### config.mk
export PLATFORM = sky130hd
export DESIGN_NAME = xgxs_enc_8b10b_lanes_flat
export DESIGN_NICKNAME = d
export VERILOG_FILES = /design/src/rtl/xgxs_enc_8b10b_lanes_if.sv /design/src/rtl/xgxs_enc_8b10b_lanes.sv /design/src/flat_wrapper.sv
export SDC_FILE = /design/constraint.sdc
export NUM_CORES = 1
export LEC_CHECK = 0
export ABC_AREA = 1
export CORE_MARGIN = 4
export CORE_UTILIZATION = 30
export DETAILED_ROUTE_END_ITERATION = 10
export DONT_BUFFER_PORTS = 1
export GPL_TIMING_DRIVEN = 0
export SKIP_CTS_REPAIR_TIMING = 1
export SLEW_MARGIN = 40
export SYNTH_ARGS = -nofsm -noshare
export SYNTH_HDL_FRONTEND = slang
export SYNTH_SLANG_ARGS = --single-unit
### constraint.sdc
create_clock -name clk -period 17.3 [get_ports clk]
set_clock_uncertainty 0.05 [all_clocks]
set_input_delay 3.46 -clock clk [delete_from_list [all_inputs] [get_ports clk]]
set_output_delay 3.46 -clock clk [all_outputs]
set_load 0.005 [all_outputs]
### src/rtl/xgxs_enc_8b10b_lanes_if.sv
// Handshake and data bundle for the multi-lane 8b/10b encoder.
// The slave side is the encoder. The master side is whatever feeds it and drains it.
interface xgxs_enc_8b10b_lanes_if #(
    parameter int LANES = 4,
    parameter int CNT_W = 16
);
    logic                  in_valid;
    logic                  in_ready;
    logic [8*LANES-1:0]    in_data;
    logic [LANES-1:0]      in_k;
    logic                  inj_disp;
    logic                  out_valid;
    logic                  out_ready;
    logic [10*LANES-1:0]   out_data;
    logic                  out_disp;
    logic [LANES-1:0]      err_k;
    logic [CNT_W-1:0]      err_cnt;

    modport slave (
        input  in_valid, in_data, in_k, inj_disp, out_ready,
        output in_ready, out_valid, out_data, out_disp, err_k, err_cnt
    );

    modport master (
        output in_valid, in_data, in_k, inj_disp, out_ready,
        input  in_ready, out_valid, out_data, out_disp, err_k, err_cnt
    );
endinterface

### src/rtl/xgxs_enc_8b10b_lanes.sv
// Multi-lane 8b/10b encoder for the XGXS transmit path.
// Running disparity chains from lane 0 to the top lane of each word and then carries into the next word.
module xgxs_enc_8b10b_lanes #(
    parameter int LANES   = 4,
    parameter bit INIT_RD = 1'b0,
    parameter int CNT_W   = 16
) (
    input  logic clk,
    input  logic rst,
    xgxs_enc_8b10b_lanes_if.slave bus
);
    localparam int CW4 = CNT_W + 4;

    typedef struct packed {
        logic [9:0] code;
        logic       rd;
        logic       bad;
    } lane_t;

    // The 6b and 4b tables are written with a/f as the MSB, in RD- form, and bit-reversed on output.
    function automatic lane_t enc_lane(input logic [7:0] d, input logic k, input logic rd);
        lane_t      r;
        logic [4:0] x;
        logic [2:0] y;
        logic [5:0] t6;
        logic [5:0] c6;
        logic [3:0] c4;
        logic       legal;
        logic       kk;
        logic       rd6;
        logic       alt;
        r     = '0;
        x     = d[4:0];
        y     = d[7:5];
        legal = (x == 5'd28) ||
                ((y == 3'd7) && (x == 5'd23 || x == 5'd27 || x == 5'd29 || x == 5'd30));
        kk    = k & legal;
        r.bad = k & ~legal;
        t6    = '0;
        case (x)
            5'd0:  t6 = 6'b100111;  5'd1:  t6 = 6'b011101;
            5'd2:  t6 = 6'b101101;  5'd3:  t6 = 6'b110001;
            5'd4:  t6 = 6'b110101;  5'd5:  t6 = 6'b101001;
            5'd6:  t6 = 6'b011001;  5'd7:  t6 = 6'b111000;
            5'd8:  t6 = 6'b111001;  5'd9:  t6 = 6'b100101;
            5'd10: t6 = 6'b010101;  5'd11: t6 = 6'b110100;
            5'd12: t6 = 6'b001101;  5'd13: t6 = 6'b101100;
            5'd14: t6 = 6'b011100;  5'd15: t6 = 6'b010111;
            5'd16: t6 = 6'b011011;  5'd17: t6 = 6'b100011;
            5'd18: t6 = 6'b010011;  5'd19: t6 = 6'b110010;
            5'd20: t6 = 6'b001011;  5'd21: t6 = 6'b101010;
            5'd22: t6 = 6'b011010;  5'd23: t6 = 6'b111010;
            5'd24: t6 = 6'b110011;  5'd25: t6 = 6'b100110;
            5'd26: t6 = 6'b010110;  5'd27: t6 = 6'b110110;
            5'd28: t6 = 6'b001110;  5'd29: t6 = 6'b101110;
            5'd30: t6 = 6'b011110;  5'd31: t6 = 6'b101011;
            default: t6 = '0;
        endcase
        if (kk && x == 5'd28) begin
            c6  = rd ? 6'b110000 : 6'b001111;
            rd6 = ~rd;
        end else if ($countones(t6) != 3) begin
            c6  = rd ? ~t6 : t6;
            rd6 = ~rd;
        end else if (x == 5'd7) begin
            c6  = rd ? 6'b000111 : 6'b111000;
            rd6 = rd;
        end else begin
            c6  = t6;
            rd6 = rd;
        end
        alt = rd6 ? (x == 5'd11 || x == 5'd13 || x == 5'd14)
                  : (x == 5'd17 || x == 5'd18 || x == 5'd20);
        case (y)
            3'd0:    c4 = rd6 ? 4'b0100 : 4'b1011;
            3'd1:    c4 = 4'b1001;
            3'd2:    c4 = 4'b0101;
            3'd3:    c4 = rd6 ? 4'b0011 : 4'b1100;
            3'd4:    c4 = rd6 ? 4'b0010 : 4'b1101;
            3'd5:    c4 = 4'b1010;
            3'd6:    c4 = 4'b0110;
            default: c4 = (kk || alt) ? (rd6 ? 4'b1000 : 4'b0111)
                                      : (rd6 ? 4'b0001 : 4'b1110);
        endcase
        // Balanced K28 trailers are the complement of the data trailer when entered at RD-.
        if (kk && !rd6 && (y == 3'd1 || y == 3'd2 || y == 3'd5 || y == 3'd6))
            c4 = ~c4;
        r.rd   = ($countones(c4) != 2) ? ~rd6 : rd6;
        r.code = {c4[0], c4[1], c4[2], c4[3], c6[0], c6[1], c6[2], c6[3], c6[4], c6[5]};
        return r;
    endfunction

    logic                  valid_q;
    logic [10*LANES-1:0]   data_q;
    logic [LANES-1:0]      errk_q;
    logic [CNT_W-1:0]      cnt_q;
    logic                  rd_q;

    logic                  accept;
    logic                  rd_c;
    lane_t                 lane_r;
    logic [10*LANES-1:0]   enc_data;
    logic [LANES-1:0]      enc_bad;
    logic [3:0]            n_bad;
    logic [CW4-1:0]        cnt_sum;
    logic [CNT_W-1:0]      cnt_next;

    assign bus.in_ready  = ~valid_q | bus.out_ready;
    assign accept        = bus.in_valid & bus.in_ready;
    assign bus.out_valid = valid_q;
    assign bus.out_data  = data_q;
    assign bus.out_disp  = rd_q;
    assign bus.err_k     = errk_q;
    assign bus.err_cnt   = cnt_q;

    always_comb begin
        rd_c     = rd_q ^ bus.inj_disp;
        lane_r   = '0;
        enc_data = '0;
        enc_bad  = '0;
        for (int unsigned i = 0; i < LANES; i++) begin
            lane_r               = enc_lane(bus.in_data[8*i +: 8], bus.in_k[i], rd_c);
            enc_data[10*i +: 10] = lane_r.code;
            enc_bad[i]           = lane_r.bad;
            rd_c                 = lane_r.rd;
        end
    end

    always_comb begin
        n_bad = '0;
        for (int unsigned i = 0; i < LANES; i++)
            n_bad = n_bad + {3'b000, enc_bad[i]};
        cnt_sum  = CW4'(cnt_q) + CW4'(n_bad);
        cnt_next = (|cnt_sum[CW4-1:CNT_W]) ? '1 : cnt_sum[CNT_W-1:0];
    end

    always_ff @(posedge clk) begin
        if (rst) begin
            valid_q <= 1'b0;
            data_q  <= '0;
            errk_q  <= '0;
            cnt_q   <= '0;
            rd_q    <= INIT_RD;
        end else if (accept) begin
            valid_q <= 1'b1;
            data_q  <= enc_data;
            errk_q  <= enc_bad;
            cnt_q   <= cnt_next;
            rd_q    <= rd_c;
        end else if (bus.out_ready) begin
            valid_q <= 1'b0;
        end
    end
endmodule

### src/flat_wrapper.sv
// flat-port wrapper written by rule: the top's interface ports become plain ports
module xgxs_enc_8b10b_lanes_flat 
#(
    parameter int LANES   = 4,
    parameter bit INIT_RD = 1'b0,
    parameter int CNT_W   = 16
)
  (clk, rst, bus_in_valid, bus_in_data, bus_in_k, bus_inj_disp, bus_out_ready, bus_in_ready, bus_out_valid, bus_out_data, bus_out_disp, bus_err_k, bus_err_cnt);
  xgxs_enc_8b10b_lanes_if #(.LANES(LANES), .CNT_W(CNT_W)) bus_i ();
  input  logic clk;
  input  logic rst;
  input wire logic [$bits(bus_i.in_valid)-1:0] bus_in_valid;
  input wire logic [$bits(bus_i.in_data)-1:0] bus_in_data;
  input wire logic [$bits(bus_i.in_k)-1:0] bus_in_k;
  input wire logic [$bits(bus_i.inj_disp)-1:0] bus_inj_disp;
  input wire logic [$bits(bus_i.out_ready)-1:0] bus_out_ready;
  output wire logic [$bits(bus_i.in_ready)-1:0] bus_in_ready;
  output wire logic [$bits(bus_i.out_valid)-1:0] bus_out_valid;
  output wire logic [$bits(bus_i.out_data)-1:0] bus_out_data;
  output wire logic [$bits(bus_i.out_disp)-1:0] bus_out_disp;
  output wire logic [$bits(bus_i.err_k)-1:0] bus_err_k;
  output wire logic [$bits(bus_i.err_cnt)-1:0] bus_err_cnt;
  assign bus_i.in_valid = bus_in_valid;
  assign bus_i.in_data = bus_in_data;
  assign bus_i.in_k = bus_in_k;
  assign bus_i.inj_disp = bus_inj_disp;
  assign bus_i.out_ready = bus_out_ready;
  assign bus_in_ready = bus_i.in_ready;
  assign bus_out_valid = bus_i.out_valid;
  assign bus_out_data = bus_i.out_data;
  assign bus_out_disp = bus_i.out_disp;
  assign bus_err_k = bus_i.err_k;
  assign bus_err_cnt = bus_i.err_cnt;
  xgxs_enc_8b10b_lanes #(.LANES(LANES), .INIT_RD(INIT_RD), .CNT_W(CNT_W)) u_core (.clk(clk), .rst(rst), .bus(bus_i));
endmodule
== Word level (Yosys, flattened, before mapping) ==
Memory sizes are Yosys's and may differ from the RTL's.
Cells that the tools add are included.

* Output and inout port bits: 63
* Logic and storage cells: 310
* Memories kept: 4
* Latch bits: 0
* Flip-flop bits (word level): 62
* Memory bits (writable): 0
* Bits in read-only memories: 768

{| class="wikitable"
|+ Memory list
! name !! depth !! bits a word !! read ports !! clocked after Yosys merged registers in !! write ports !! line !! source
|-
| (no name shown) || 32 || 6 || 1 || 0 || 0 || xgxs_enc_8b10b_lanes.sv:40 || <nowiki>case (x)</nowiki>
|-
| (no name shown) || 32 || 6 || 1 || 0 || 0 || xgxs_enc_8b10b_lanes.sv:40 ||
|-
| (no name shown) || 32 || 6 || 1 || 0 || 0 || xgxs_enc_8b10b_lanes.sv:40 ||
|-
| (no name shown) || 32 || 6 || 1 || 0 || 0 || xgxs_enc_8b10b_lanes.sv:40 ||
|}

* Multiplexer cells: 75
* Equality and inequality tests: 84
* Multiply operators: 0
* Div/mod/pow operators: 0
* $add $sub $neg: 36
* Shift operators: 0
* Bitwise gates (word level): 32
* Reductions and logical operators: 74
* Magnitude comparators: 0

{| class="wikitable"
|+ Operators with widths
! operator !! count
|-
| $add 32x32->32 || 12
|-
| $ne 32x3->1 const B || 8
|-
| $eq 5x5->1 const B || 32
|-
| $mux 6 || 24
|-
| $mux 4 || 28
|-
| $pmux 4 s7 || 4
|-
| $eq 5x4->1 const B || 12
|-
| $eq 3x3->1 const B || 16
|-
| $logic_or 1x1->1 || 48
|-
| $add 1x1->2 || 21
|-
| $eq 3x2->1 const B || 8
|-
| $not 6->6 || 4
|-
| $eq 5x3->1 const B || 4
|-
| $mux 1 || 18
|-
| $add 16x4->17 || 1
|-
| $logic_and 1x1->1 || 16
|-
| $mux 16 || 1
|-
| $not 4->4 || 4
|-
| $not 1->1 || 13
|-
| $eq 3x1->1 const B || 4
|-
| $logic_not 3->1 || 4
|-
| $and 1x1->1 || 9
|-
| $add 4x1->4 || 2
|-
| $logic_not 1->1 || 4
|-
| 4 further kinds || 4
|}

== Longest topological paths before layout ==
* Depth after elaboration: 58
* Depth in mapped cells: 77
* Depth with buffers taken out: 77

== Worst setup path before layout ==
OpenSTA, ideal clock, no wires.

* Path kind: input port to flip-flop
* From: input port bus_in_data[1]
* To: register u_core.rd_q (netlist: u_core.bus.out_disp)
* Slack: 2951 ps
* Setup time: 115 ps
* Arrival: 14184 ps
* Data required time: 17135 ps
* Stages: 68
* Path through: inv_1 -> ha_1 -> nor2_1 -> a21oi_1 -> nor2_1 -> o31ai_1 -> nand2_1 -> ha_1 -> fa_1 -> ha_1 -> nand2_1 -> nor2_2 -> nand2_1 -> nand2_1 -> nand2_4 -> inv_1 -> o21ai_0 -> o211ai_1 -> [32 not listed] -> inv_1 -> nand3_1 -> nand3_4 -> nand2_4 -> inv_4 -> nand2_4 -> nand2_2 -> nand2_1 -> nand2_1 -> nand2_1 -> inv_1 -> ha_1 -> ha_1 -> fa_1 -> nor3b_1 -> xnor2_1 -> o21ai_0 -> inv_1

* Longest elaborated chain between the ends: 58
* Elaborated cells on any way between the ends: 120
* Those cells by class: add/sub: 17; eq/ne: 16; mux: 48; bitwise: 12; reduce/logical: 26; memory: 1

{| class="wikitable"
|+ RTL lines
! what !! line !! source
|-
| start, declared || flat_wrapper.sv:13 || <nowiki>input wire logic [$bits(bus_i.in_data)-1:0] bus_in_data;</nowiki>
|-
| branches (longest 14 deep; another with $add 32x32->32) || -- ||
|-
| $mux 4 (*) || xgxs_enc_8b10b_lanes.sv:86 || <nowiki>if (kk && !rd6 && (y == 3'd1 || y == 3'd2 || y == 3'd5 || y == 3'd6))</nowiki>
|-
| net u_core.enc_data[6] || xgxs_enc_8b10b_lanes.sv:102 || <nowiki>logic [10*LANES-1:0] enc_data;</nowiki>
|-
| $add 1x1->2 (not written as such) (*) || xgxs_enc_8b10b_lanes.sv:88 || <nowiki>r.rd = ($countones(c4) != 2) ? ~rd6 : rd6;</nowiki>
|-
| $add 32x32->32 (not written as such) (*) || xgxs_enc_8b10b_lanes.sv:88 ||
|-
| $ne 32x3->1 (*) || xgxs_enc_8b10b_lanes.sv:88 ||
|-
| $mux 1 (*) || xgxs_enc_8b10b_lanes.sv:88 ||
|-
| $not 1->1 || xgxs_enc_8b10b_lanes.sv:61, xgxs_enc_8b10b_lanes.sv:64 ||
|-
| [8 not listed] || -- ||
|-
| net u_core.enc_data[17] || xgxs_enc_8b10b_lanes.sv:102 ||
|-
| [13 not listed] || -- ||
|-
| net u_core.enc_data[27] || xgxs_enc_8b10b_lanes.sv:102 ||
|-
| [10 not listed] || -- ||
|-
| $pmux 4 s7 || xgxs_enc_8b10b_lanes.sv:74 || <nowiki>case (y)</nowiki>
|-
| $not 4->4 || xgxs_enc_8b10b_lanes.sv:87 || <nowiki>c4 = ~c4;</nowiki>
|-
| $mux 4 (*) || xgxs_enc_8b10b_lanes.sv:86 ||
|-
| net u_core.enc_data[38] || xgxs_enc_8b10b_lanes.sv:102 ||
|-
| $add 1x1->2 (not written as such) (*) || xgxs_enc_8b10b_lanes.sv:88 ||
|-
| $add 32x32->32 (not written as such) (*) || xgxs_enc_8b10b_lanes.sv:88 ||
|-
| $ne 32x3->1 (*) || xgxs_enc_8b10b_lanes.sv:88 ||
|-
| $mux 1 (*) || xgxs_enc_8b10b_lanes.sv:88 ||
|-
| end signal, assigned || xgxs_enc_8b10b_lanes.sv:149 || <nowiki>rd_q <= rd_c;</nowiki>
|-
| end, declared || xgxs_enc_8b10b_lanes.sv:97 || <nowiki>logic rd_q;</nowiki>
|}

Mark *: on every way through the listed nets, which the timed path passes.
A chain may end at the register's enable or synchronous reset.

== Worst setup path in the final report ==
Ends and elaborated chain as after synthesis.

==> impl_results.md <==
- HP Start: u_core.bus.out_data[4]
- Synth top area cells: dfxtp_1 (20%), nand2_1 (11%), ha_1 (11%)
- Origin of the critical flop-to-flop path: u_core.bus.out_disp
- Worst path max stage delay: 490 ps
- Setup WS post-layout: 1750 ps
- Comb power frac: 72.1%
- Post-synth EDFFs: 0
- Top post-synthesis cells by count: nand2_1 (193), inv_1 (139), nor2_1 (125), o21ai_0 (90), a21oi_1 (75)
- Internal: 0.679 mW
- Die X: 154 um
- Main combinational cell family by area after synthesis: simple AND/OR/NAND/NOR gates
- Setup repair after global routing missed its margin: false
- Drt wl/cell: 13.9 um
- CP Max Fanout: 10
- Critical Path RT: 17,470 ps
- Count of cell types in the netlist: 53
- Gate Count Post-Synth: 988
- Antenna violations before repair: 1
- Total GRT Usage: 14.9%
- R2R depth: 58
- Vias per inst: 4.84
- Fraction of layout cells with a size suffix above 1: 6.27%
- Vias in the first global route: 5,908
- DR iter-0 viols: 311
- Insertion delay to the later sink of the worst-skew pair: 330 ps
- Initial Utilization: 30.9%
- Worst hold path class: reg -> reg
- XOR/XNOR share of the synthesized area: 3.86%
- Row count: 52
- Worst-margin pin slew: 672 ps
- Post-synthesis mux area share: 0%
- Fin crit period: 15,550 ps
- P&R area growth vs syn: 10.4%
- Status: complete, no violations
- Critical Path Source Type: primary input
- Hold depth: 2
- CORE AREA: 20,600 sq um
- P_sw: 0.746 mW
- Die area: 23,600 sq um
- Seq pwr share: 14.2%
- Routability-driven placement congestion ratio: 0.897
- Port-buffer cells: 0
- CP endpoint kind: flop
- Clock root cell: clkbuf_16
- Critical path arrival: 15,720 ps
- CP max stage cell: fa_1
- Pins Over Slew Limit: 0
- Synth Net Count: 1,099
- DR DRC count: 0
- Layout Nets: 1,110
- Fin Setup TNS: 0 ps
- Final wirelength: 17.7 mm
- Mapped Avg Cell Area: 6.43 sq um
- R2R Path End: u_core.bus.out_disp
- Hpwl dp: 14.7 mm
- Switching Fraction: 52.3%
- Overall Power: 1.43 mW
- Num CTS Buffers: 9
- Wire length of the first global-routing pass: 29.2 mm
- Power per cell area: 203 nW/um^2
- Vias: 6,172
- Max-Cap Viols: 0
- Yosys reg bits: 62
- Clock tree sinks: 62
- Drt pass-1 iters: 5
- Total gr overflow: 0
- Clk slew on worst S/H paths: 60 ps
- Max VDD drop: 0.112 mV
- I/O pins: 104
- Die height: 154 um
- Share of flip-flops with an asynchronous set or reset: 0%
- Setup violators final: 0
- Flop-to-flop setup slack: 6790 ps
- Sequential area share after synthesis: 19.5%
- N_diodes: 0
- Antenna Violating Nets Remaining: 0
- Synth warn: 0
- Post-synth top area share: 19.5%
- Clock Power Share: 13.7%
- Leading area contributor after synthesis: dfxtp_1
- Fmax achieved: 64.3 MHz
- Synth Area in Adders: 15.4%
- Synth Area in Simple Gates: 30.5%
- H-tree level count: 3
- Deepest clock path buffer count: 2
- Largest net degree at the start of global routing: 13
- CTS tree: done
- Final hold vios: 0
- Post-synthesis compound-gate area fraction: 20.0%
- Slew margin rel.: 55.2%
- Tcrit/Tclk final: 89.9%
- P_leak: 3.37 nW
- Hold-critical path endpoint: u_core.bus.out_data[4]
- Synth Flop Type: dfxtp_1
- DP Worst Slack: 1430 ps
- Most common cell in the netlist: nand2_1
- Synthesized area: 6350 sq um
- Path type of the worst setup path: in -> reg
[per-stage QoR]
step	utilization (%)	hold WS, ps	std cells	instance area [sq um]
2_1_floorplan	-	412	988	6350
3_3_place_gp	32.5	428	1258	6690
3_5_place_dp	32.5	430	1258	6690
4_1_cts	34.1	438	1274	7010
5_1_grt	34.1	451	1274	7010
6_report	34.1	434	1274	7010
[worst max-delay path, delay by kind of cell]
family | cells | cell delay (ps)
compound gates | 6 | 1560
xor+xnor | 4 | 860
fa+ha+maj | 16 | 5160
buf+inv | 12 | 1060
simple gates | 30 | 3610
[how the worst max path moves through the flow]
stage / from / endpoint / slack, ps
floorplan: bus_in_data[1] / u_core.bus.out_disp / 2950
global placement: bus_in_data[1] / u_core.bus.out_disp / 1550
detailed placement: bus_in_data[1] / u_core.bus.out_disp / 1430
CTS: bus_in_data[1] / u_core.bus.out_disp / 1730
global route: bus_in_data[3] / u_core.bus.out_disp / 720
finish: bus_in_data[1] / u_core.bus.out_disp / 1750
[metal layers]
layer	track usage (%)	wire length (um)	up-vias
li1	-	-	3277
met1	18.9	8240	2753
met2	24.3	7830	124
met3	5.34	1410	16
met4	3.62	247	2
met5	0	12	-
[area by class of cell]
cell class                      count  area, sq um
Buffer                             28          124
Clock buffer                        9          225
Clock inverter                      7         97.6
Fill cell                        2305        13500
Inverter                          146          551
Multi-Input combinational cell    752         4440
Sequential cell                    62         1240
Tap cell                          270          338
[sequential cells by signal (all words and copies together) (netlist names)]
name / count
u_core.bus.out_data: 40
u_core.bus.err_cnt: 16
u_core.bus.err_k: 4
u_core.bus.out_disp: 1
u_core.bus.out_valid: 1
[power by group through the flow]
stage	Sequential, mW	Clock (mW)	Combinational (mW)
3_3_place_gp	0.206	0	1.03
3_5_place_dp	0.206	0	1.05
5_1_grt	0.206	0.206	1.20
6_report	0.202	0.195	1.03
2_1_floorplan	0.192	0	0.847
4_1_cts	0.203	0.202	1.05
[logic make-up after synthesis]
family          count (synthesis)
simple gates                  431
compound gates                223
buf+inv                       174
fa+ha+maj                      70
flops                          62
xor+xnor                       28
[cell usage in the layout, fill, tap and decap left out, drive strengths merged, types with 7 or more instances in the layout]
cell,n
nand2,205
inv,145
nor2,128
o21ai,97
a21oi,76
dfxtp,62
nand3,61
ha,56
clkbuf,30
xor2,18
fa,14
nor3,13
nand4,11
xnor2,10
a31oi,7
o211ai,7
buf,7
No activity file was read; power rests on OpenSTA's default activity.
